===== src/rtl/keypad_key_capture.sv =====
// keypad_key_capture: debounces the scanner's key_pressed/value pair, records
// one key event per physical press, keeps the last two hex digits and
// time-multiplexes them onto a dual common-anode seven-segment display.
module keypad_key_capture #(
  parameter int unsigned DEBOUNCE_CYCLES = 50000,
  parameter int unsigned MUX_CYCLES      = 2048
) (
  input  logic       clk,
  input  logic       reset,
  input  logic       key_pressed,
  input  logic [3:0] value,
  output logic       key_valid,
  output logic [3:0] new_digit,
  output logic [3:0] old_digit,
  output logic [6:0] seg,
  output logic [1:0] an_n
);

  localparam int unsigned DW = $clog2(DEBOUNCE_CYCLES);
  localparam int unsigned MW = $clog2(MUX_CYCLES);

  typedef enum logic [1:0] {
    IDLE,
    DB_PRESS,
    HELD,
    DB_RELEASE
  } state_t;

  state_t          state;
  logic [DW-1:0]   dcnt;
  logic [3:0]      candidate;
  logic [MW-1:0]   mcnt;
  logic [3:0]      shown;

  // Key FSM: debounce press, latch digit once, debounce release
  always_ff @(posedge clk or posedge reset) begin
    if (reset) begin
      state     <= IDLE;
      dcnt      <= '0;
      candidate <= 4'h0;
      new_digit <= 4'h0;
      old_digit <= 4'h0;
      key_valid <= 1'b0;
    end else begin
      key_valid <= 1'b0;
      case (state)
        IDLE: begin
          if (key_pressed) begin
            candidate <= value;
            dcnt      <= '0;
            state     <= DB_PRESS;
          end
        end
        DB_PRESS: begin
          if (!key_pressed || (value != candidate)) begin
            state <= IDLE;
          end else if (dcnt == DW'(DEBOUNCE_CYCLES - 1)) begin
            old_digit <= new_digit;
            new_digit <= candidate;
            key_valid <= 1'b1;
            state     <= HELD;
          end else begin
            dcnt <= dcnt + DW'(1);
          end
        end
        HELD: begin
          if (!key_pressed) begin
            dcnt  <= '0;
            state <= DB_RELEASE;
          end
        end
        DB_RELEASE: begin
          if (key_pressed) begin
            state <= HELD;
          end else if (dcnt == DW'(DEBOUNCE_CYCLES - 1)) begin
            state <= IDLE;
          end else begin
            dcnt <= dcnt + DW'(1);
          end
        end
        default: state <= IDLE;
      endcase
    end
  end

  // Display mux: alternate the enabled digit every MUX_CYCLES clocks
  always_ff @(posedge clk or posedge reset) begin
    if (reset) begin
      mcnt <= '0;
      an_n <= 2'b10;
    end else if (mcnt == MW'(MUX_CYCLES - 1)) begin
      mcnt <= '0;
      an_n <= ~an_n;
    end else begin
      mcnt <= mcnt + MW'(1);
    end
  end

  // Active-low hex decode of the currently enabled digit
  always_comb begin
    shown = (an_n[0] == 1'b0) ? new_digit : old_digit;
    seg   = 7'b1111111;
    case (shown)
      4'h0: seg = 7'b1000000;
      4'h1: seg = 7'b1111001;
      4'h2: seg = 7'b0100100;
      4'h3: seg = 7'b0110000;
      4'h4: seg = 7'b0011001;
      4'h5: seg = 7'b0010010;
      4'h6: seg = 7'b0000010;
      4'h7: seg = 7'b1111000;
      4'h8: seg = 7'b0000000;
      4'h9: seg = 7'b0010000;
      4'hA: seg = 7'b0001000;
      4'hB: seg = 7'b0000011;
      4'hC: seg = 7'b1000110;
      4'hD: seg = 7'b0100001;
      4'hE: seg = 7'b0000110;
      4'hF: seg = 7'b0001110;
      default: seg = 7'b1111111;
    endcase
  end

endmodule


===== config.mk =====
export PLATFORM = sky130hd
export DESIGN_NAME = keypad_key_capture
export DESIGN_NICKNAME = d
export VERILOG_FILES = /design/src/rtl/keypad_key_capture.sv
export SDC_FILE = /design/constraint.sdc
export NUM_CORES = 1
export LEC_CHECK = 0
export BUFFER_PORTS_ARGS = -buffer_cell sky130_fd_sc_hd__buf_4
export CAP_MARGIN = 20
export CORE_ASPECT_RATIO = 0.75
export CORE_MARGIN = 2
export CORE_UTILIZATION = 34
export DETAILED_ROUTE_END_ITERATION = 8
export GPL_TIMING_DRIVEN = 0
export PLACE_DENSITY = 0.58
export SLEW_MARGIN = 15
export SYNTH_ARGS = -nofsm -noshare
export SYNTH_HDL_FRONTEND = slang
export SYNTH_SLANG_ARGS = --single-unit

===== constraint.sdc =====
create_clock -name clk -period 2.4 [get_ports clk]
set_input_delay 0.48 -clock clk [delete_from_list [all_inputs] [get_ports clk]]
set_output_delay 0.48 -clock clk [all_outputs]
set_load 0.01 [all_outputs]

* After elaboration in Yosys (flattened, before gate mapping)
Memory sizes are Yosys's and may differ from the RTL's.
Cells that the tools add are included.
** Word-level totals
- ROM bits :: 112
- Input bits :: 7
- Output and inout bits :: 18
- Memories kept :: 1
- Register bits after elaboration :: 44
- Logic and storage cells :: 50
** Operators by class
- Multiplexer cells :: 18
- $add $sub $neg :: 2
- Eq/ne operators :: 12
- Bitwise logic cells :: 2
- Reductions and logical operators :: 7
** Memory list
- (name not given) :: depth 16, width 7, rd ports 1, clocked after memory_dff 0, wr ports 0, line 103 : case (shown)
** Operator list (count)
- $mux W16 :: 5
- $pmux W16 S4 :: 1
- $add A16 B1 Y16 const B :: 1
- $eq A16 B16 Y1 const B :: 1
- $mux W2 :: 6
- $add A11 B1 Y11 const B :: 1
- $eq A11 B11 Y1 const B :: 1
- $mux W11 :: 1
- $ne A2 B2 Y1 const B :: 4
- $pmux W2 S4 :: 1
- $reduce_and A4 Y1 :: 2
- $ne A3 B3 Y1 const B :: 2
- $eq A2 B2 Y1 const B :: 2
- $mux W4 :: 1
- $ne A4 B4 Y1 :: 1
- $mux W1 :: 3
- $reduce_and A3 Y1 :: 1
- $eq A2 B1 Y1 const B :: 1
- $logic_not A2 Y1 :: 1
- $not A2 Y2 :: 1
- $reduce_and A2 Y1 :: 1
- $logic_not A1 Y1 :: 1
- $logic_or A1 B1 Y1 :: 1
- $not A1 Y1 :: 1

* Logic depth before layout (Yosys ltp)
- Depth in word-level cells :: 4
- Gate-level depth with buffers :: 7
- Mapped depth without buffers :: 6

* Worst setup path before layout
OpenSTA, ideal clock, no wires.
- Kind :: flip-flop to output port
- Start point :: register an_n[0]
- End point :: output seg[3]
- Path buffers :: 1
- Required time :: 1.920 ns
- Path slack :: -0.063 ns
- Stages on the path, launching flop included :: 6
- Arrival time :: 1.983 ns
- Cell sequence :: dfrtp_1 clkbuf_1 mux2i_1 inv_1 ha_1 mux4_2
** On the way
- Longest elaborated chain between the ends :: 2
** RTL lines
- from (decl) :: line 16 : output logic [1:0] an_n
- from (signal assigned) :: line 93 : an_n <= ~an_n;
- $mux W4 :: line 101 : shown = (an_n[0] == 1'b0) ? new_digit : old_digit;
- $mem_v2 Z16 W7
- to (decl) :: line 15 : output logic [6:0] seg,
No other way between the ends.

* Worst setup path after layout
Same ends and word-level chain as after synthesis.

==> report_table.html <==
<table>
<tr><th>Metric</th><th>Value</th></tr>
<tr><th colspan="2">Global routing</th></tr>
<tr><td>Pin count of the biggest net entering global routing</td><td>35</td></tr>
<tr><td>Met2 usage in global routing</td><td>21.5%</td></tr>
<tr><td>GR met1 Demand/Resource</td><td>20.7%</td></tr>
<tr><td>Via count of the first global-routing pass</td><td>1904</td></tr>
<tr><td>Met3 layer usage reported by global route</td><td>3.04%</td></tr>
<tr><td>First-pass GRT wire length</td><td>9380 µm</td></tr>
<tr><td>Busiest layer in global routing</td><td>met2</td></tr>
<tr><td>Global router's overall resource usage</td><td>14.2%</td></tr>
<tr><td>Overflow after GRT</td><td>0</td></tr>
<tr><td>Initial antenna violation count</td><td>0</td></tr>
<tr><th colspan="2">STA</th></tr>
<tr><td>Final setup violating endpoints</td><td>2</td></tr>
<tr><td>Final worst path period share</td><td>105%</td></tr>
<tr><td>Headroom to the max-slew limit</td><td>64.2%</td></tr>
<tr><td>Worst clock skew</td><td>0.0101 ns</td></tr>
<tr><td>Number of max-slew violations in the final report</td><td>0</td></tr>
<tr><td>Min setup slack post-route</td><td>-0.119 ns</td></tr>
<tr><td>Final critical delay including setup and external delays</td><td>2.52 ns</td></tr>
<tr><td>Measured slew at the worst slew-check pin</td><td>0.532 ns</td></tr>
<tr><td>Number of hold violations in the final report</td><td>0</td></tr>
<tr><td>RSZ-0062 raised after global routing</td><td>true</td></tr>
<tr><td>Highest clock rate</td><td>0.397 GHz</td></tr>
<tr><th colspan="2">Synth</th></tr>
<tr><td>Dominant synthesized flop cell</td><td>sky130_fd_sc_hd__dfrtp_1</td></tr>
<tr><td>Instance count of the mapped netlist</td><td>253</td></tr>
<tr><td>Cell taking the most area after synthesis</td><td>sky130_fd_sc_hd__dfrtp_1</td></tr>
<tr><td>Synthesized area per cell</td><td>10.0 µm²</td></tr>
<tr><td>Sequential-to-total area share from yosys stat</td><td>43.5%</td></tr>
<tr><td>Mapped cell area</td><td>2530 µm²</td></tr>
<tr><td>Net Count, Synth</td><td>268</td></tr>
<tr><td>Top area cells in the synthesized netlist</td><td>sky130_fd_sc_hd__dfrtp_1 43%, sky130_fd_sc_hd__mux2_2 6.2%, sky130_fd_sc_hd__ha_1 4.0%, sky130_fd_sc_hd__xor2_1 3.8%, sky130_fd_sc_hd__nand2_1 3.6%</td></tr>
<tr><td>Yosys warning total</td><td>0</td></tr>
<tr><td>Proportion of netlist area held by the largest area contributor</td><td>42.5%</td></tr>
<tr><td>Share of flip-flops with an asynchronous set or reset</td><td>100%</td></tr>
<tr><td>Count of different cell masters after synthesis</td><td>47</td></tr>
<tr><td>Number of synthesized flops with an enable pin</td><td>0</td></tr>
<tr><td>Number of storage elements in the synthesis netlist</td><td>44</td></tr>
<tr><th colspan="2">Power and ir drop</th></tr>
<tr><td>Sequential Power Share</td><td>51.5%</td></tr>
<tr><td>Areal power density over the cells</td><td>508 nW/µm²</td></tr>
<tr><td>Switching portion of total power</td><td>26.7%</td></tr>
<tr><td>Logic gate share of total power</td><td>11.3%</td></tr>
<tr><td>Cell-internal power</td><td>1.17 mW</td></tr>
<tr><td>Peak supply drop</td><td>314 µV</td></tr>
<tr><td>Power share of the clock group</td><td>37.2%</td></tr>
<tr><td>Total power consumption of the routed design</td><td>1.60 mW</td></tr>
<tr><td>Leakage component of the power</td><td>1.47 nW</td></tr>
<tr><td>NetSw</td><td>0.428 mW</td></tr>
<tr><th colspan="2">Drt</th></tr>
<tr><td>DRC violations left</td><td>0</td></tr>
<tr><td>Drt wl/cell</td><td>14.0 µm</td></tr>
<tr><td>Post-detailed-route count of antenna-violating nets</td><td>0</td></tr>
<tr><td>Number of vias after detailed routing</td><td>2076</td></tr>
<tr><td>Vias per std cell</td><td>5.22</td></tr>
<tr><td>Count of TritonRoute iterations in the first routing pass</td><td>5</td></tr>
<tr><td>Drt initial violations</td><td>95</td></tr>
<tr><td>Total length of routed wires</td><td>5580 µm</td></tr>
<tr><th colspan="2">Setup path</th></tr>
<tr><td>Delay of the slowest cell on the worst path</td><td>0.44 ns</td></tr>
<tr><td>Worst setup path category</td><td>reg2out</td></tr>
<tr><td>R2R cell count</td><td>6</td></tr>
<tr><td>Beginning of the worst register-to-register path</td><td>dcnt[10]$_DFFE_PP0P_</td></tr>
<tr><td>Kind of end point of the critical path</td><td>primary output</td></tr>
<tr><td>Worst-path maximum fanout</td><td>6</td></tr>
<tr><td>Kind of launch point of the worst setup path</td><td>flop</td></tr>
<tr><td>Endpoint arrival time on the critical path</td><td>2.04 ns</td></tr>
<tr><td>Last element of the critical path</td><td>seg[3]</td></tr>
<tr><td>Worst reg2reg setup slack</td><td>0.07 ns</td></tr>
<tr><td>Crit-path slowest cell</td><td>sky130_fd_sc_hd__mux4_2</td></tr>
<tr><td>Startpoint of the worst setup timing path</td><td>an_n[0]$_DFFE_PP0N_</td></tr>
<tr><td>Crit path required time</td><td>1.92 ns</td></tr>
<tr><td>Critical-path cell list</td><td>buf_8 &gt; mux2i_4 &gt; inv_2 &gt; ha_2 &gt; mux4_2 &gt; buf_4</td></tr>
<tr><td>Reg2reg end</td><td>new_digit[3]$_DFFE_PP0P_</td></tr>
<tr><th colspan="2">Place</th></tr>
<tr><td># placed instances</td><td>379</td></tr>
<tr><td>Routability-driven placement congestion ratio</td><td>0.866</td></tr>
<tr><td>DP HPWL</td><td>3810 µm</td></tr>
<tr><td>IO Port Bufs</td><td>24</td></tr>
<tr><th colspan="2">Outcome</th></tr>
<tr><td>Violations in the final reports</td><td>setup timing</td></tr>
<tr><td>Outcome</td><td>complete, but fails checks</td></tr>
<tr><th colspan="2">Cells and area</th></tr>
<tr><td>Number of diodes added for antenna fixing</td><td>0</td></tr>
<tr><td>Post-layout nets</td><td>311</td></tr>
<tr><td>Number of standard cells in the final layout excluding fillers</td><td>398</td></tr>
<tr><td>Fill cell total of the finished layout</td><td>698</td></tr>
<tr><td>Area grow syn2layout</td><td>24.5%</td></tr>
<tr><td>Post-layout utilization of the core</td><td>43.4%</td></tr>
<tr><td>Share of layout cells above drive strength 1</td><td>27.9%</td></tr>
<tr><th colspan="2">Clock network</th></tr>
<tr><td>Root buffer cell</td><td>sky130_fd_sc_hd__clkbuf_8</td></tr>
<tr><td>Clock tree buffer depth</td><td>2</td></tr>
<tr><td>CTS tree</td><td>built</td></tr>
<tr><td>CTS sink count</td><td>44</td></tr>
<tr><td>Clock transition at path regs</td><td>0.10 ns</td></tr>
<tr><td>Number of H-tree levels</td><td>2</td></tr>
<tr><td>CTS buffer count</td><td>5</td></tr>
<tr><td>Clock latency reported for the late side of the worst-skew pair</td><td>0.30 ns</td></tr>
<tr><th colspan="2">Floorplan</th></tr>
<tr><td>I/O pin total</td><td>25</td></tr>
<tr><td>Number of cell rows</td><td>27</td></tr>
<tr><td>Width of the die</td><td>104 µm</td></tr>
<tr><td>Height of the die</td><td>78.7 µm</td></tr>
<tr><td>Initial standard-cell utilization of the core</td><td>34.8%</td></tr>
<tr><td>Die Footprint</td><td>8160 µm²</td></tr>
<tr><td>Placeable core region</td><td>7260 µm²</td></tr>
<tr><th colspan="2">Job</th></tr>
<tr><td>Max-cap viol count</td><td>0</td></tr>
<tr><th colspan="2">Hold path</th></tr>
<tr><td>Classification of the worst-slack hold path</td><td>in2async</td></tr>
</table>
[synth_stat cells (all sizes together) (2+ instances only)]
cell type   n
inv         8
o31ai       6
or4         2
o21ai      16
and2        7
xor2       11
nor2b       2
dfrtp      43
a221oi      2
xnor2       4
nor2       12
buf         6
mux2i       4
mux2       14
a211o       3
nor3b       2
nand2b      3
clkbuf      7
nand3      11
a21boi      2
ha          8
or3         2
o41ai       4
and3       10
nand4b      2
a22oi       3
a21oi       7
a32o        2
and4        3
nand2      24
nand4       6
nor4        6
[area by class of cell]
cell class / count / area, µm² / share of cell area, %
flip-flops and latches: 44 / 1100 / 35.0
multi-input cells: 187 / 1420 / 44.9
clock buffers: 5 / 68.8 / 2.18
repair buffers: 36 / 283 / 8.97
inverters: 9 / 33.8 / 1.07
plain buffers: 13 / 76.3 / 2.42
well taps: 101 / 126 / 4.01
clock inverters: 3 / 46.3 / 1.47
[kinds of logic after synthesis]
group / count (synthesis) / share of synthesized area, %
AOI/OAI and AO/OA: 49 / 13.7
xor gates and xnor gates: 15 / 5.19
adders and majority gates: 8 / 3.95
buffers and inverters: 22 / 3.91
DFF: 44 / 43.5
muxes: 19 / 8.70
and+or+nand+nor: 96 / 21.0
[sequential cells by signal, summed over array words and instances, names as in the netlist]
register	flops
new_digit	4
dcnt	16
key_valid	1
old_digit	4
candidate	4
an_n	2
state	2
mcnt	11
[repair_timing]
action	4_1_cts	5_1_grt
hold buffers	0	0
endpoints found under the setup margin	7	15
pin swaps	0	1
gates cloned	0	0
resized for setup	11	9
endpoints found under the hold margin	0	0
buffers inserted	6	5
[routing by layer]
metal,part of all wire [%],vias up
met1,53,1017
met5,0,-
li1,-,1014
met2,43,40
met4,0.99,0
met3,3.9,5
[worst max-delay path, delay by kind of cell (launching register included)]
family                   cells  cell delay (ns)
flip-flops                   1             0.38
multiplexers                 2             0.75
adder cells (fa/ha/maj)      1             0.21
buffers and inverters        3             0.38
[worst min path at each step]
stage / start / endpoint / cells after the start
2_1_floorplan: mcnt[10]$_DFF_PP0_ / mcnt[10]$_DFF_PP0_ / 1
3_3_place_gp: mcnt[10]$_DFF_PP0_ / mcnt[10]$_DFF_PP0_ / 1
3_5_place_dp: reset / dcnt[1]$_DFFE_PP0P_ / 2
4_1_cts: reset / dcnt[1]$_DFFE_PP0P_ / 2
5_1_grt: reset / dcnt[1]$_DFFE_PP0P_ / 2
6_report: reset / dcnt[1]$_DFFE_PP0P_ / 2
[power by group through the flow]
stage / sequential, mW / combinational [mW] / clock, mW
6_report: 0.825 / 0.181 / 0.597
5_1_grt: 0.833 / 0.206 / 0.645
4_1_cts: 0.824 / 0.184 / 0.613
3_5_place_dp: 0.839 / 0.184 / 0
3_3_place_gp: 0.837 / 0.178 / 0
2_1_floorplan: 0.826 / 0.135 / 0
[per-stage QoR]
stage	setup WS, ns	TNS [ns]	hold slack [ns]	area (µm²)
after global routing	-0.204	-0.989	0.116	3150
after floorplan	0.120	0	0.434	2540
after global placement	-0.0833	-0.0848	0.448	2850
after detailed placement	-0.111	-0.111	0.444	2870
final	-0.119	-0.133	0.0973	3150
after CTS	-0.114	-0.114	0.109	3080
[placed cells by master, fill, tap and decap left out, types with 3 or more instances in the layout]
| master | n |
|---|---|
| sky130_fd_sc_hd__mux2i_4 | 3 |
| sky130_fd_sc_hd__clkbuf_1 | 6 |
| sky130_fd_sc_hd__buf_4 | 36 |
| sky130_fd_sc_hd__mux2_2 | 14 |
| sky130_fd_sc_hd__ha_1 | 4 |
| sky130_fd_sc_hd__nor2_1 | 10 |
| sky130_fd_sc_hd__inv_1 | 5 |
| sky130_fd_sc_hd__a21oi_1 | 7 |
| sky130_fd_sc_hd__dfrtp_1 | 43 |
| sky130_fd_sc_hd__nor4_1 | 5 |
| sky130_fd_sc_hd__o31ai_1 | 6 |
| sky130_fd_sc_hd__xor2_1 | 11 |
| sky130_fd_sc_hd__nand2_1 | 24 |
| sky130_fd_sc_hd__xnor2_1 | 4 |
| sky130_fd_sc_hd__clkbuf_8 | 5 |
| sky130_fd_sc_hd__nand3_1 | 11 |
| sky130_fd_sc_hd__nand2b_1 | 3 |
| sky130_fd_sc_hd__and4_1 | 3 |
| sky130_fd_sc_hd__and3_1 | 10 |
| sky130_fd_sc_hd__and2_1 | 7 |
| sky130_fd_sc_hd__a22oi_1 | 3 |
| sky130_fd_sc_hd__inv_2 | 3 |
| sky130_fd_sc_hd__a211o_1 | 3 |
| sky130_fd_sc_hd__buf_2 | 4 |
| sky130_fd_sc_hd__o21ai_0 | 15 |
| sky130_fd_sc_hd__nand4_1 | 6 |
(Power assumes the default switching activity.)
